$ cat config.mk
export PLATFORM = sky130hd
export DESIGN_NAME = quick_mem_loader_flat
export DESIGN_NICKNAME = d
export VERILOG_FILES = /design/src/rtl/quick_mem_loader_pkg.sv /design/src/rtl/quick_mem_loader_if.sv /design/src/rtl/quick_mem_loader_mem_array.sv /design/src/rtl/quick_mem_loader.sv /design/src/flat_wrapper.sv
export SDC_FILE = /design/constraint.sdc
export NUM_CORES = 1
export LEC_CHECK = 0
export CORE_UTILIZATION = 25
export DETAILED_ROUTE_END_ITERATION = 16
export SLEW_MARGIN = 10
export SYNTH_ARGS = -nofsm -noshare
export SYNTH_HDL_FRONTEND = slang
export SYNTH_SLANG_ARGS = --single-unit
$ cat constraint.sdc
create_clock -name clk_i -period 3.96 [get_ports clk_i]
set_input_delay 0.99 -clock clk_i [delete_from_list [all_inputs] [get_ports clk_i]]
set_output_delay 0.99 -clock clk_i [all_outputs]
set_load 0.1 [all_outputs]
$ cat src/rtl/quick_mem_loader_pkg.sv
// Shared constants for the quick CPU memory/loader block: FSM state encodings,
// CPU opcode nibbles and a small address range helper.
package quick_mem_loader_pkg;

    typedef enum logic [1:0] {
        ST_LOAD_LEN  = 2'd0,
        ST_LOAD_DATA = 2'd1,
        ST_RUN       = 2'd2
    } state_e;

    localparam logic [3:0] OP_LOAD  = 4'b0000;
    localparam logic [3:0] OP_STORE = 4'b0001;

    // Plain unsigned compare: addresses never wrap modulo the memory depth.
    function automatic logic addr_in_range(input logic [7:0] addr, input int unsigned depth);
        return (32'(addr) < depth);
    endfunction

endpackage

$ cat src/rtl/quick_mem_loader_if.sv
// CPU memory bus plus byte-stream loader handshake of the quick CPU memory.
interface quick_mem_loader_if;
    logic [7:0] cpu_addr;
    logic       cpu_rd;
    logic [7:0] cpu_rdata;
    logic       cpu_wr;
    logic [7:0] cpu_wdata;
    logic       cpu_hold;
    logic       ld_start;
    logic       ld_valid;
    logic [7:0] ld_data;
    logic       ld_ready;
    logic       ld_done;

    modport master (
        output cpu_addr, cpu_rd, cpu_wr, cpu_wdata, ld_start, ld_valid, ld_data,
        input  cpu_rdata, cpu_hold, ld_ready, ld_done
    );

    modport slave (
        input  cpu_addr, cpu_rd, cpu_wr, cpu_wdata, ld_start, ld_valid, ld_data,
        output cpu_rdata, cpu_hold, ld_ready, ld_done
    );
endinterface

$ cat src/rtl/quick_mem_loader_mem_array.sv
// DEPTH x 8 flop array: one synchronous write port, one combinational read port,
// synchronous clear on reset.
module quick_mem_loader_mem_array #(
    parameter int unsigned DEPTH = 16,
    parameter int unsigned AW    = 4
) (
    input  logic          clk_i,
    input  logic          rst_i,
    input  logic          we_i,
    input  logic [AW-1:0] waddr_i,
    input  logic [7:0]    wdata_i,
    input  logic [AW-1:0] raddr_i,
    output logic [7:0]    rdata_o
);

    logic [7:0] mem_q [DEPTH];

    // Storage: reset clears every word, otherwise single-port write.
    always_ff @(posedge clk_i) begin
        if (rst_i) begin
            for (int i = 0; i < int'(DEPTH); i++) begin
                mem_q[i] <= 8'h00;
            end
        end else if (we_i) begin
            mem_q[waddr_i] <= wdata_i;
        end
    end

    assign rdata_o = mem_q[raddr_i];

endmodule

$ cat src/rtl/quick_mem_loader.sv
// Quick CPU program/data memory with a byte-stream loader that fills it from
// address 0 and holds the CPU off while loading.
module quick_mem_loader
    import quick_mem_loader_pkg::*;
#(
    parameter int unsigned DEPTH        = 16,
    parameter int unsigned READ_LATENCY = 0
) (
    input  logic               clk_i,
    input  logic               rst_i,
    quick_mem_loader_if.slave  bus
);

    localparam int unsigned AW        = (DEPTH > 1) ? $clog2(DEPTH) : 1;
    localparam logic [8:0]  DEPTH_CNT = 9'(DEPTH);

    state_e        state_q, state_d;
    logic [7:0]    len_q, len_d;
    logic [8:0]    cnt_q, cnt_d;
    logic          mem_we_s;
    logic [AW-1:0] mem_waddr_s;
    logic [7:0]    mem_wdata_s;
    logic [7:0]    mem_rdata_s;
    logic          ld_done_s;
    logic          run_s;
    logic          rd_hit_s;

    assign run_s    = (state_q == ST_RUN);
    assign rd_hit_s = run_s & addr_in_range(bus.cpu_addr, DEPTH);

    // FSM, length and byte-count registers.
    always_ff @(posedge clk_i) begin
        if (rst_i) begin
            state_q <= ST_LOAD_LEN;
            len_q   <= 8'h00;
            cnt_q   <= 9'd0;
        end else begin
            state_q <= state_d;
            len_q   <= len_d;
            cnt_q   <= cnt_d;
        end
    end

    // Next state plus write-port mux; ld_start always wins over a pending byte.
    always_comb begin
        state_d     = state_q;
        len_d       = len_q;
        cnt_d       = cnt_q;
        ld_done_s   = 1'b0;
        mem_we_s    = 1'b0;
        mem_waddr_s = '0;
        mem_wdata_s = 8'h00;
        case (state_q)
            ST_LOAD_LEN: begin
                if (bus.ld_start) begin
                    cnt_d = 9'd0;
                end else if (bus.ld_valid) begin
                    len_d = bus.ld_data;
                    cnt_d = 9'd0;
                    if (bus.ld_data == 8'h00) begin
                        state_d   = ST_RUN;
                        ld_done_s = 1'b1;
                    end else begin
                        state_d = ST_LOAD_DATA;
                    end
                end else begin
                    state_d = ST_LOAD_LEN;
                end
            end
            ST_LOAD_DATA: begin
                if (bus.ld_start) begin
                    state_d = ST_LOAD_LEN;
                    cnt_d   = 9'd0;
                end else if (bus.ld_valid) begin
                    // Bytes past the end of memory are consumed but dropped.
                    if (cnt_q < DEPTH_CNT) begin
                        mem_we_s    = 1'b1;
                        mem_waddr_s = cnt_q[AW-1:0];
                        mem_wdata_s = bus.ld_data;
                    end else begin
                        mem_we_s = 1'b0;
                    end
                    cnt_d = cnt_q + 9'd1;
                    if (cnt_q == ({1'b0, len_q} - 9'd1)) begin
                        state_d   = ST_RUN;
                        ld_done_s = 1'b1;
                    end else begin
                        state_d = ST_LOAD_DATA;
                    end
                end else begin
                    state_d = ST_LOAD_DATA;
                end
            end
            ST_RUN: begin
                if (bus.ld_start) begin
                    state_d = ST_LOAD_LEN;
                    cnt_d   = 9'd0;
                end else if (bus.cpu_wr && addr_in_range(bus.cpu_addr, DEPTH)) begin
                    mem_we_s    = 1'b1;
                    mem_waddr_s = bus.cpu_addr[AW-1:0];
                    mem_wdata_s = bus.cpu_wdata;
                end else begin
                    mem_we_s = 1'b0;
                end
            end
            default: begin
                state_d = ST_LOAD_LEN;
                cnt_d   = 9'd0;
            end
        endcase
    end

    quick_mem_loader_mem_array #(
        .DEPTH (DEPTH),
        .AW    (AW)
    ) u_mem (
        .clk_i   (clk_i),
        .rst_i   (rst_i),
        .we_i    (mem_we_s),
        .waddr_i (mem_waddr_s),
        .wdata_i (mem_wdata_s),
        .raddr_i (bus.cpu_addr[AW-1:0]),
        .rdata_o (mem_rdata_s)
    );

    assign bus.cpu_hold = ~run_s;
    assign bus.ld_ready = ~run_s;
    assign bus.ld_done  = ld_done_s & ~rst_i;

    // Reads sample the array before the edge, so a same-cycle store returns the old word.
    if (READ_LATENCY == 0) begin : g_rd_comb
        assign bus.cpu_rdata = (bus.cpu_rd && rd_hit_s) ? mem_rdata_s : 8'h00;
    end else begin : g_rd_reg
        logic [7:0] rdata_q, rdata_d;

        // Capture on a read strobe, otherwise keep the last value.
        always_comb begin
            rdata_d = rdata_q;
            if (bus.cpu_rd) begin
                rdata_d = rd_hit_s ? mem_rdata_s : 8'h00;
            end else begin
                rdata_d = rdata_q;
            end
        end

        // Registered read data.
        always_ff @(posedge clk_i) begin
            if (rst_i) begin
                rdata_q <= 8'h00;
            end else begin
                rdata_q <= rdata_d;
            end
        end

        assign bus.cpu_rdata = run_s ? rdata_q : 8'h00;
    end

endmodule
$ cat src/flat_wrapper.sv
// flat-port wrapper written by rule: the top's interface ports become plain ports
module quick_mem_loader_flat import quick_mem_loader_pkg::*;
#(
    parameter int unsigned DEPTH        = 16,
    parameter int unsigned READ_LATENCY = 0
)
  (clk_i, rst_i, bus_cpu_addr, bus_cpu_rd, bus_cpu_wr, bus_cpu_wdata, bus_ld_start, bus_ld_valid, bus_ld_data, bus_cpu_rdata, bus_cpu_hold, bus_ld_ready, bus_ld_done);
  quick_mem_loader_if bus_i ();
  input  logic clk_i;
  input  logic rst_i;
  input wire logic [$bits(bus_i.cpu_addr)-1:0] bus_cpu_addr;
  input wire logic [$bits(bus_i.cpu_rd)-1:0] bus_cpu_rd;
  input wire logic [$bits(bus_i.cpu_wr)-1:0] bus_cpu_wr;
  input wire logic [$bits(bus_i.cpu_wdata)-1:0] bus_cpu_wdata;
  input wire logic [$bits(bus_i.ld_start)-1:0] bus_ld_start;
  input wire logic [$bits(bus_i.ld_valid)-1:0] bus_ld_valid;
  input wire logic [$bits(bus_i.ld_data)-1:0] bus_ld_data;
  output wire logic [$bits(bus_i.cpu_rdata)-1:0] bus_cpu_rdata;
  output wire logic [$bits(bus_i.cpu_hold)-1:0] bus_cpu_hold;
  output wire logic [$bits(bus_i.ld_ready)-1:0] bus_ld_ready;
  output wire logic [$bits(bus_i.ld_done)-1:0] bus_ld_done;
  assign bus_i.cpu_addr = bus_cpu_addr;
  assign bus_i.cpu_rd = bus_cpu_rd;
  assign bus_i.cpu_wr = bus_cpu_wr;
  assign bus_i.cpu_wdata = bus_cpu_wdata;
  assign bus_i.ld_start = bus_ld_start;
  assign bus_i.ld_valid = bus_ld_valid;
  assign bus_i.ld_data = bus_ld_data;
  assign bus_cpu_rdata = bus_i.cpu_rdata;
  assign bus_cpu_hold = bus_i.cpu_hold;
  assign bus_ld_ready = bus_i.ld_ready;
  assign bus_ld_done = bus_i.ld_done;
  quick_mem_loader #(.DEPTH(DEPTH), .READ_LATENCY(READ_LATENCY)) u_core (.clk_i(clk_i), .rst_i(rst_i), .bus(bus_i));
endmodule
==> impl_results.md, run 1 <==
* Net switching fraction of the power at 24.2%
* Syn nets at 573
* Final Non-Filler Cells at 995
* Arr. time, crit path at 2.86 ns
* Pwr/cell area at 424 nW/um^2
* Clock Sink Count at 147
* Actual slew at the worst max-slew pin at roughly 0.66 ns
* Share of layout cells above drive strength 1 at 26.4%
* Skew-Pair Late Insertion Delay at 0.43 ns
* DR vias at about 4500
* First-pass GRT wire length at 26000 microns
* Cell Rows at 61
* Seq/Total Area, Yosys at 60.0%
* Clock Pin Slew Worst Setup and Hold Paths at 0.07 ns
* Area of the core at 27800 sq um
* Clock power frac at between 40% and 50%
* Asr flop ratio synth at 0%
* Most common cell after layout, fill and taps aside: nor2_1
* Initial DRT Pass Iterations at 7
* Largest net degree at the start of global routing at 28
* Synthesized area per cell at about 13 sq um
* Port buffer count at 40
* Setup TNS at 0 ns
* Final #Nets at 639
* H-tree Lvls at 4
* Most used DFF post-synth: edfxtp_1
* Final Hold Slack at 0.522 ns
* Final min period at 3.85 ns
* Final HPWL DP at 12000 microns
* Status: finished, final reports clean
* GPL Wtd Cong at 0.746
* Maxcap violations at 0
* Antenna-violating nets left at 0
* Yosys cell types at 50
* Slew Limit Fails at 0
* Slowest-stage cell, CP: clkdlybuf4s50_1
* Tcrit/Tclk final at 97.2%
* Final Routed Wirelength at ~17000 microns
* Wire per inst at around 17 microns
* Sw power at between 900 and 1000 uW
* Maximum clock path buffer count at 2
* Number of synthesis warnings at 0
* Max rail drop VDD at 0.271 mV
* Fillers at 2789
* # setup viols final at 0
* GR Overflow Total at 0
* Setup WS post-layout at ~0.11 ns
* Max Freq at about 0.26 GHz
* Initial Utilization at 25.4%
* EDFF count, synth at 128
* Placed Cells at 962
* Skew final at around 0.0097 ns
* Register area at around 4200 sq um
* Initial drt markers at 415
* CP endpoint kind: output pin
* Cells after Synth at 538
* Cell Int Power at about 2800 uW
* Fin. Hold Viols at 0
* Cell Chain, Critical Path: clkdlybuf4s50_1 -> nor4_2 -> nand2_1 -> or2_2 -> a211oi_2 -> buf_12
* # IOs at 41
* #FFs+latches synth at 147
* Post-Synthesis Cell Area at 7040 sq um
* CTS Root Cell: clkbuf_16
* Multi-input logic area at 2690 sq um
* Commonest non-fill, non-tap cells in the layout: nor2_1 (152), edfxtp_1 (128), mux4_2 (40)
* Die area at around 29000 sq um
* Comb pwr share at between 8 and 9%
* Die height at roughly 170 microns
* Worst rel slew slack at 55.9%
* Die width at ~170 microns
* Postcts setup bufs at 0
* Vias in the first global route at 4435
* Setup CP Type: in -> out
* Setup slack at placement at -0.0138 ns
* Critical Path RT at 2.97 ns
* N_diodes at 0
* Leak at 0.00299 uW
* Initial antenna violation count at 0
* Sequential fraction of design power at 46.8%
* CTS tree: done
* Area Overhead vs Synth at 25.8%
* Remaining DRCs at 0
* Setup crit start kind: input pin
* Worst hold path class: reg -> reg
* Num CTS Buffers at 17
* All-Layer GR Usage at between 10% and 20%
* Max incr delay on CP at 0.49 ns
* Crit Path Max Fanout at 3
* RSZ-0062 raised after global routing: no
* DR vias/cell at 4.52
==> power groups by stage <==
stage                     Sequential, uW  Clock (uW)  Combinational, uW
final                               1760        1660                334
after CTS                           1760        1680                338
after detailed placement            1790           0                331
after global placement              1790           0                329
after floorplan                     1780           0                224
after global routing                1760        1760                364
==> worst max-delay path, delay by kind of cell <==
kind | cells | cell delay [ns]
AND/OR/NAND/NOR | 3 | 0.88
buffers and inverters | 2 | 0.70
AO/OA/AOI/OAI | 1 | 0.27
==> final cells by class <==
cell class                 count  area share, %
multi-input combinational    354           30.3
clock inverter                15           2.08
timing repair buffer          79           9.56
inverter                       5          0.212
sequential                   147           47.7
clock buffer                  17           4.80
tap                          378           5.34
==> state kept, by name, summed over array words and instances, names as in the netlist <==
register            flops
u_core.u_mem.mem_q    128
u_core.cnt_q            9
u_core.len_q            8
u_core.state_q          2
==> synthesized netlist by cell type (3+ instances only) <==
cell type / instances / area share, %
nand4_1: 3 / 0.27
clkbuf_1: 10 / 0.53
o21bai_1: 3 / 0.32
o21ai_0: 3 / 0.21
a22o_1: 12 / 1.5
inv_1: 5 / 0.27
a211oi_1: 3 / 0.32
xnor2_1: 7 / 0.87
nor2_1: 152 / 8.1
ha_1: 5 / 0.89
xor2_1: 7 / 0.87
nand3_1: 8 / 0.57
nand2_2: 14 / 1.2
nand2_1: 14 / 0.75
nand2b_1: 18 / 1.6
mux2i_1: 9 / 1.3
nor2b_1: 12 / 1.1
dfxtp_1: 19 / 5.4
nor3_4: 3 / 0.69
nor4_1: 4 / 0.36
mux4_2: 40 / 13
edfxtp_1: 128 / 55
buf_2: 19 / 1.4
a21oi_1: 6 / 0.43
==> layer usage <==
layer / wire, microns / part of all wire, % / vias up / global-route usage (%)
li1: - / - / 2110 / -
met1: 7630 / 46 / 2246 / 17.0
met2: 7810 / 47 / 118 / 18.6
met3: 878 / 5.3 / 22 / 3.28
met4: 259 / 1.6 / 0 / 4.07
met5: 0 / 0 / - / 0
==> through the flow <==
stage | util (%) | cell area [sq um] | total power [uW]
floorplan | - | 7070 | 2000
global placement | 29.5 | 8210 | 2120
detailed placement | 29.5 | 8210 | 2120
CTS | 31.9 | 8850 | 3780
global route | 31.9 | 8860 | 3880
finish | 31.9 | 8860 | 3760
==> timing repair <==
| item | in CTS | in global routing |
|---|---|---|
| pin swaps | 1 | 0 |
| cloned | 1 | 0 |
| endpoints found under the setup margin | 3 | 4 |
| gates resized for setup | 3 | 3 |
| hold buffers | 0 | 0 |
==> kinds of logic (layout without fill, tap and decap cells) <==
logic type      after synthesis  after routing  share of synthesized area [%]
xor+xnor                     14             14                           1.74
flops                       147            147                           60.0
mux                          49             49                           14.1
compound gates               40             40                           4.35
buf+inv                      37            116                           2.42
simple gates                246            246                           16.6
fa+ha+maj                     5              5                          0.888
==> final timing paths <==
check,cells after the start,startpoint,slack (ns),end
worst min-delay path,2,u_core.cnt_q[8]$_SDFFE_PP0P_,0.52,u_core.cnt_q[8]$_SDFFE_PP0P_
worst max register to register,9,u_core.state_q[0]$_SDFFE_PP0P_,1.16,u_core.u_mem.mem_q[12][0]$_SDFFCE_PN0P_
worst min register to register,2,u_core.cnt_q[8]$_SDFFE_PP0P_,0.52,u_core.cnt_q[8]$_SDFFE_PP0P_
worst max-delay path,6,bus_ld_data[0],0.11,bus_ld_done
(Power assumes the default switching activity.)
==> run 2: changes to the inputs <==
- GPL_ROUTABILITY_DRIVEN: unset -> 0
- PLACE_DENSITY_LB_ADDON: unset -> 0.1
==> run 2 against run 1 <==
Hold slack better by 0.019 ns; first-iteration DRC count is 27% lower; sequential share of layout area is 0.49 points lower; utilization is 0.33 points higher; wire length is 15% higher; total power is 0.63% lower; sequential cell count stayed put; clock skew is 0.0028 ns higher; highest routed layer unchanged; count of clock-buffer cells in the layout is 1 higher; clock power is 2% lower.
==> impl_results.md, run 2 (same netlist as run 1, synthesis figures left out) <==
* Status: finished, final reports clean
* Port buffer count at 40 (unchanged)
* DR vias/cell at 4.42 (-2.1%)
* First-pass GRT wire length at 29000 microns (+12%)
* Max Freq at 0.259 GHz (-0.43%)
* Initial DRT Pass Iterations at 4 (-3)
* Initial Utilization at 25.4% (unchanged)
* Remaining DRCs at 0 (unchanged)
* Area Overhead vs Synth at 27.1%
* Commonest non-fill, non-tap cells in the layout: nor2_1 (152), edfxtp_1 (128), buf_4 (48)
* Setup WS post-layout at 0.0960 ns (-0.0166 ns)
* Largest net degree at the start of global routing at 25 (-11%)
* Setup slack at placement at -0.00578 ns (+0.00805 ns)
* Max rail drop VDD at 0.201 mV (-26%)
* Clock Pin Slew Worst Setup and Hold Paths at 0.06 ns (about the same)
* Fin. Hold Viols at 0 (unchanged)
* Die width at 170 microns (unchanged)
* Cell Int Power at 2800 uW (-1.8%)
* RSZ-0062 raised after global routing: no
* Share of layout cells above drive strength 1 at 27.6% (+1.2 points)
* # IOs at 41 (unchanged)
* Slew Limit Fails at 0 (unchanged)
* Antenna-violating nets left at 0 (unchanged)
* DR vias at 4462 (-0.76%)
* Net switching fraction of the power at 25.1% (+0.90 points)
* Die height at 170 microns (unchanged)
* Comb pwr share at 9.4% (+0.5 points)
* Final #Nets at 652 (+2.0%)
* Post-cts hold buffer count at 0 (unchanged)
* # setup viols final at 0 (unchanged)
* Skew-Pair Late Insertion Delay at 0.42 ns (about the same)
* Arr. time, crit path at 2.87 ns (about the same)
* Clock Sink Count at 147 (unchanged)
* Fillers at 2784 (-0.18%)
* All-Layer GR Usage at 14.0% (+1.7 points)
* Final HPWL DP at 14000 microns (+16%)
* Initial drt markers at 303 (-27%)
* Initial antenna violation count at 1 (+1)
* Final Routed Wirelength at 19100 microns (+15%)
* Clock power frac at 43.4% (-0.9 points)
* Maximum clock path buffer count at 2 (unchanged)
* Final Util at 32.2% (+0.33 points)
* Setup crit start kind: input pin
* Num CTS Buffers at 17 (unchanged)
* Cell Rows at 61 (unchanged)
* CTS Root Cell: clkbuf_16
* Skew final at 0.0125 ns (+0.00278 ns)
* Power Total at 3730 uW (-0.63%)
* Die area at 28800 sq um (unchanged)
* CP endpoint kind: output pin
* Worst rel slew slack at 53.1% (-2.7 points)
* Most common cell after layout, fill and taps aside: nor2_1
* Max FFs per register at 128 (unchanged)
* Maxcap violations at 0 (unchanged)
* Tcrit/Tclk final at 97.6% (+0.42 points)
* Area of the core at 27800 sq um (unchanged)
* GR Overflow Total at 0 (unchanged)
* CTS tree: done
* Crit Path Max Fanout at 17 (+14)
* Final min period at 3.86 ns (+0.0166 ns)
* Setup CP Type: in -> out
* Wire per inst at 18.9 microns (+14%)
* Pwr/cell area at 417 nW/um^2 (-1.7%)
* H-tree Lvls at 4 (unchanged)
* Critical Path RT at 2.97 ns (about the same)
* Vias in the first global route at 4655 (+5.0%)
* Sw power at 937 uW (+3.1%)
* Sequential fraction of design power at 47.2% (+0.4 points)
* Worst hold path class: reg -> reg
* Leak at 0.00305 uW (+2.0%)
* Top Registers: u_core.u_mem.mem_q (128), u_core.cnt_q (9), u_core.len_q (8)
* Reg with most FFs: u_core.u_mem.mem_q
* Final Cell Area at 8950 sq um (+1.0%)
* Placed Area at 8320 sq um (+1.3%)
* Actual slew at the worst max-slew pin at 0.702 ns (+0.0409 ns)
==> run 2: layout make-up <==
cell class	instances	area [sq um]	area share [%]
multi-input cells	354	2680	30.0
well taps	378	473	5.28
diodes	1	2.50	0.0280
flip-flops and latches	147	4230	47.2
clock inverters	14	159	1.78
clock buffers	18	429	4.79
repair buffers	92	960	10.7
inverters	5	18.8	0.210
==> run 2: power groups by stage <==
stage	Combinational (uW)	Clock [uW]	Sequential [uW]
after floorplan	224	0	1780
final	351	1620	1760
after global placement	349	0	1800
after global routing	379	1720	1770
after detailed placement	351	0	1800
after CTS	357	1650	1760
==> run 2: critical path, stage by stage <==
cell	delay, ns
dlygate4sd2_1	0.37
bufbuf_16	0.37
mux4_2	0.34
mux4_2	0.45
nor2b_2	0.18
buf_12	0.17
==> run 2: path summary, 6_finish.rpt <==
check                                 start                                       to  slack, ns  cells past startpoint
max                         bus_cpu_addr[1]                         bus_cpu_rdata[6]        0.1                      6
min          u_core.state_q[1]$_SDFFE_PP0P_           u_core.state_q[1]$_SDFFE_PP0P_       0.54                      2
max reg2reg  u_core.state_q[1]$_SDFFE_PP0P_  u_core.u_mem.mem_q[11][0]$_SDFFCE_PN0P_       1.30                     10
min reg2reg  u_core.state_q[1]$_SDFFE_PP0P_           u_core.state_q[1]$_SDFFE_PP0P_       0.54                      2
==> run 2: repair_timing <==
action / CTS / global route
pin swaps: 0 / 1
cloned: 1 / 0
buffers inserted: 0 / 0
endpoints found under the setup margin: 2 / 1
gates resized for setup: 1 / 4
hold endpoints to repair: 0 / 0
==> run 2: per-layer routing <==
| metal | track usage, % | part of all wire [%] | vias to the layer above |
|---|---|---|---|
| li1 | - | - | 2132 |
| met1 | 18.1 | 46 | 2250 |
| met2 | 23.6 | 50 | 68 |
| met3 | 2.74 | 2.9 | 12 |
| met4 | 3.92 | 1.1 | 0 |
| met5 | 0 | 0 | - |
==> run 2: metrics by stage <==
step	instances	TNS, ns	hold WS [ns]
6_report	1009	0	0.542
5_1_grt	1008	0	0.575
4_1_cts	1008	0	0.533
3_5_place_dp	975	-0.00578	0.521
3_3_place_gp	975	-0.0352	0.508
2_1_floorplan	538	-0.215	0.479
